File: config.mk
export PLATFORM = sky130hd
export DESIGN_NAME = layer_output_serializer
export DESIGN_NICKNAME = d
export VERILOG_FILES = /design/src/rtl/layer_output_serializer.sv
export SDC_FILE = /design/constraint.sdc
export NUM_CORES = 1
export LEC_CHECK = 0
export CORE_UTILIZATION = 35
export DETAILED_ROUTE_END_ITERATION = 7
export PLACE_DENSITY = 0.65
export SLEW_MARGIN = 10
export SYNTH_ARGS = -nofsm -noshare
export SYNTH_HDL_FRONTEND = slang
export SYNTH_SLANG_ARGS = --single-unit
export TNS_END_PERCENT = 5
File: constraint.sdc
create_clock -name clk -period 41.1 [get_ports clk]
set_input_delay 10.275 -clock clk [delete_from_list [all_inputs] [get_ports clk]]
set_output_delay 10.275 -clock clk [all_outputs]
set_load 0.03 [all_outputs]
File: src/rtl/layer_output_serializer.sv
// layer_output_serializer: captures a layer's parallel neuron outputs in one cycle and replays them serially
module layer_output_serializer #(
    parameter int NUM_NEURONS = 30,
    parameter int DATA_WIDTH  = 16,
    parameter int IDX_W       = (NUM_NEURONS > 1) ? $clog2(NUM_NEURONS) : 1
) (
    input  logic                              clk,
    input  logic                              rst_n,
    input  logic [NUM_NEURONS*DATA_WIDTH-1:0] neuron_data,
    input  logic [NUM_NEURONS-1:0]            neuron_valid,
    input  logic                              clear_err,
    output logic [DATA_WIDTH-1:0]             out_data,
    output logic                              out_valid,
    output logic                              out_last,
    output logic [IDX_W-1:0]                  out_index,
    output logic                              busy,
    output logic                              overrun,
    output logic                              valid_mismatch
);
    typedef enum logic {IDLE, SHIFT} state_t;

    localparam logic [IDX_W-1:0] LAST_IDX = IDX_W'(NUM_NEURONS - 1);

    state_t                state_q;
    logic [DATA_WIDTH-1:0] buf_q [NUM_NEURONS];
    logic [DATA_WIDTH-1:0] out_data_q;
    logic [IDX_W-1:0]      idx_q, idx_d;
    logic                  out_valid_q, out_last_q, overrun_q, mismatch_q;
    logic                  cap, accept, overrun_d, mismatch_d;

    // Decode capture acceptance, the next sample index and the sticky fault flags (set beats clear)
    always_comb begin
        cap        = neuron_valid[0];
        accept     = cap && (state_q == IDLE || out_last_q);
        idx_d      = idx_q + 1'b1;
        overrun_d  = (overrun_q && !clear_err) || (cap && state_q == SHIFT && !out_last_q);
        mismatch_d = (mismatch_q && !clear_err) || ((|neuron_valid) && !(&neuron_valid));
    end

    // Capture buffer is only loaded on an accepted capture; contents after reset do not matter
    always_ff @(posedge clk) begin
        if (accept)
            for (int i = 0; i < NUM_NEURONS; i++)
                buf_q[i] <= neuron_data[i*DATA_WIDTH +: DATA_WIDTH];
    end

    // Replay FSM with registered outputs; sample 0 is taken straight from the inputs so it appears one cycle after capture
    always_ff @(posedge clk or negedge rst_n) begin
        if (!rst_n) begin
            state_q     <= IDLE;
            idx_q       <= '0;
            out_data_q  <= '0;
            out_valid_q <= 1'b0;
            out_last_q  <= 1'b0;
            overrun_q   <= 1'b0;
            mismatch_q  <= 1'b0;
        end else begin
            overrun_q  <= overrun_d;
            mismatch_q <= mismatch_d;
            if (accept) begin
                state_q     <= SHIFT;
                idx_q       <= '0;
                out_data_q  <= neuron_data[DATA_WIDTH-1:0];
                out_valid_q <= 1'b1;
                out_last_q  <= (LAST_IDX == '0);
            end else if (state_q == SHIFT && out_last_q) begin
                state_q     <= IDLE;
                idx_q       <= '0;
                out_data_q  <= '0;
                out_valid_q <= 1'b0;
                out_last_q  <= 1'b0;
            end else if (state_q == SHIFT) begin
                idx_q      <= idx_d;
                out_data_q <= buf_q[idx_d];
                out_last_q <= (idx_d == LAST_IDX);
            end
        end
    end

    assign out_data       = out_data_q;
    assign out_valid      = out_valid_q;
    assign out_last       = out_last_q;
    assign out_index      = idx_q;
    assign busy           = (state_q == SHIFT);
    assign overrun        = overrun_q;
    assign valid_mismatch = mismatch_q;
endmodule

# Yosys cells after proc, flatten, opt, wreduce, memory -nomap -nowiden

Memories as Yosys holds them, arrays and structs flattened.
Index checks and enable logic that the tools add are counted.

Register bits after elaboration: 25
RAM bits: 480
Logic and storage cells: 40
Memories kept: 1

Add/subtract/negate cells: 1
Equality and inequality tests: 1
Mux-type cells: 13
Bitwise gates (word level): 1
Reductions and logical operators: 17

Memory list:

| name  | words | bits a word | rd ports | clocked after memory_dff | wr ports | RTL line | RTL |
|---|---|---|---|---|---|---|---|
| buf_q | 30    | 16          | 1        | 0                        | 30       | 25       | `logic [DATA_WIDTH-1:0] buf_q [NUM_NEURONS];` |

Operator list:

| kind                                                           | count |
|---|---|
| 16-bit two-way mux                                             | 3 |
| 30-bit AND reduction                                           | 1 |
| 30-bit OR reduction                                            | 1 |
| 5-bit two-way mux                                              | 3 |
| 1-bit logical AND                                              | 7 |
| 1-bit two-way mux                                              | 7 |
| 5-bit by 1-bit adder with 5-bit output (second input constant) | 1 |
| 5-bit equality test (second input constant)                    | 1 |
| 1-bit zero test                                                | 3 |
| 1-bit logical OR                                               | 3 |
| 3-bit nonzero test                                             | 1 |
| 2-bit nonzero test                                             | 1 |
| 1-bit inverter                                                 | 1 |

# Logic depth before layout (Yosys ltp)

Depth after elaboration: 5
Gate-level depth with buffers: 15

# Worst setup path before layout

Ideal clock, no wire load.

Path type: input to register
From: in neuron_valid[0]
To: mem buf_q[0][0] (enable)
Data arrival time: 30260 ps
Data required time: 39763 ps
Setup slack: 9503 ps
Stages on the path: 2
Buffers on the path: 0
Path through: inv_1 nor2_1

RTL lines:

| item               | RTL line | RTL |
|---|---|---|
| start: declaration | 10       | `input logic [NUM_NEURONS-1:0] neuron_valid,` |
| end: declaration   | 25       |  |

==> impl_metrics.ini <==
[synth]
ys_seq_elements = 505
yosysTopAreaCellShare = 0.724
synth.largest_area_cell = edfxtp_1
synth_cells = 1001
seq_area_frac_synth = 0.755
syn_nets = 1516
async_flop_share = 0.0495
ys_top_cells_by_area = edfxtp_1 72%, mux4_2 11%, dfrtp_1 3.1%
synth_edf_count = 480
ys_warn_count = 0
syn_avg_cell_area_um2 = 19.9
synth_flop_cell = edfxtp_1
netlist_area_um2 = 19900
synth_cell_type_count = 45

[critical_path]
reg2reg_from = out_index[0]
start_kind = primary input
path_class = primary input to flip-flop
crit_required_ns = 41.32
startpoint = neuron_valid[0]
cp.arrival_ns = 14.41
crit_fanout = 88
crit_path_end_kind = flip-flop

[final_layout]
layout.nets = 2066
syn2layout_area_growth_pct = 40.4
fin_area_um2 = 28000
regArea_um2 = 15000
drive_above_1_share = 0.149
multiInputGateArea_um2 = 4550
final_cell_count_no_fill = 2360
mostFrequentLayoutCell = clkdlybuf4s50_1
final_cell_mix = 537 x clkdlybuf4s50_1, 480 x edfxtp_1, 101 x mux4_2, 55 x clkbuf_16, 51 x nand2_1
fill_cells = 4699

[grt]
grt_usage = 0.199
grt_antenna_before_repair = 11
grt_pass1_wl_um = 81800
grt_max_degree = 208
gr-total-overflow = 0
grt_pass1_vias = 12459

[routing]
postRouteAntennaNets = 0
drc = 0
dr.pass1.iters = 5
routed_wl_um = 58300
via_per_inst = 5.00
vias = 11792
wl_per_cell_um = 24.7
drt_first_iter_violations = 775

[cts]
root_buffer = clkbuf_16
clkTransAtPathRegs_ns = 0.06
cts_tree = done
ctsHoldBuffers = 0
cts_resized = 0
numCtsBuffers = 54
clk_latency_ns = 0.60
cts_setup_buffers = 0
clkSinkCount = 505
clockBufferDepth = 3
htreeDepth = 2

[floorplan]
core_um2 = 56300
die_h_um = 241
core.rowCount = 87
die_area_um2 = 57800
initial_core_util = 0.354
ioPinCount = 539
dieWidth_um = 241

[sta]
setup_violations = 0
max-slew-margin-rel = 0.109
maxSlewViolCount = 0
fin_crit_sh = 0.345
fin_ws_ns = 26.91
rsz0062_at_grt = no
tns_ns = 0
tightest_slew_ns = 1.34
fmax_mhz = 70.5
skew_ns = 0.0281
period_minus_slack_ns = 14.19
finalHoldViolCount = 0

[outcome]
status = complete, no violations

[power]
p_leak_uw = 0.00925
irDropWorstVdd_mv = 0.0474
p_per_area_nw_per_um2 = 68.0
power.total_uw = 1900

[hold_path]
hold_path_startpoint = overrun
hp-class = flip-flop to flip-flop

[place]
routabilityCongestion = 0.783
place_ws_ns = 26.23
dpl.hpwl_um = 41400
placed_area_um2 = 26100
portBuffers = 538
dpl.cell_count = 2251

[flow_run]
cap_violations = 0
## synthesized netlist by cell type, types with 2 or more instances
library cell / number
nor2_1: 16
dfrtp_1: 25
mux2i_1: 42
buf_12: 3
buf_1: 4
o2111ai_1: 8
nor4_1: 9
nand4_1: 25
mux2_2: 22
o21ai_0: 24
edfxtp_1: 480
a21o_1: 6
a41oi_1: 2
a31oi_1: 11
a2111oi_0: 8
a41o_1: 8
nor2b_1: 9
a21oi_1: 6
ha_1: 2
xnor2_1: 4
mux4_2: 101
nand2_1: 51
buf_2: 27
and3_1: 3
inv_1: 4
nand2b_1: 2
buf_4: 10
o211ai_1: 8
clkbuf_1: 16
nand3_1: 50
## per-stage QoR
step / utilization / hold WS [ns]
after floorplan: - / 0.665
after global placement: 0.464 / 0.519
after detailed placement: 0.464 / 0.523
after CTS: 0.497 / 0.533
after global routing: 0.497 / 0.574
final: 0.497 / 0.528
## final timing paths
path	slack, ns	endpoint	cells past startpoint
min in group asynchronous	9.75	out_data[9]	1
setup reg to reg	36.49	out_data[1]	9
hold reg to reg	0.53	overrun	2
max in group asynchronous	30.75	out_index[0]	1
setup / recovery	26.91	buf_q[8][14]	6
hold / removal	0.53	overrun	2
## power by group
| group | leakage, uW | switching (uW) | internal [uW] | total (uW) |
|---|---|---|---|---|
| registers | 0.00462 | 26.8 | 632 | 659 |
| clock network | 0.000901 | 204 | 302 | 506 |
| logic | 0.00373 | 413 | 324 | 737 |
## layer usage
metal,global-route usage,vias up,share of wire
met5,0,-,0.00093
met4,0.0778,8,0.031
met3,0.0497,102,0.075
met2,0.335,469,0.50
met1,0.245,5948,0.39
li1,-,5265,-
## kinds of logic (layout without fill, tap and decap cells)
logic type / after synthesis / in the layout / synth area share
compound gates: 88 / 88 / 0.0311
xor+xnor: 6 / 6 / 0.00396
fa+ha+maj: 2 / 2 / 0.00126
buf+inv: 66 / 661 / 0.0189
flops: 505 / 505 / 0.755
mux: 165 / 165 / 0.148
other cells: 0 / 8 / 0
simple gates: 169 / 169 / 0.0417
## registers in the layout, summed over array words and instances (netlist names)
signal / count
buf_q: 480
out_data: 16
out_index: 5
out_last: 1
out_valid: 1
overrun: 1
valid_mismatch: 1
## final cells by class
| class | instances | area share |
|---|---|---|
| well taps | 756 | 0.0338 |
| multi-input cells | 430 | 0.163 |
| inverters | 5 | 0.000671 |
| clock inverters | 37 | 0.0158 |
| diodes | 8 | 0.000716 |
| flip-flops and latches | 505 | 0.538 |
| repair buffers | 555 | 0.198 |
| clock buffers | 64 | 0.0504 |
## worst max-delay path: stages
cell and delay, ns:
clkdlybuf4s50_1 0.46, buf_4 0.33, inv_1 0.30, nor2_4 0.89, buf_4 0.95, buf_4 0.94
(Power assumes the default switching activity.)
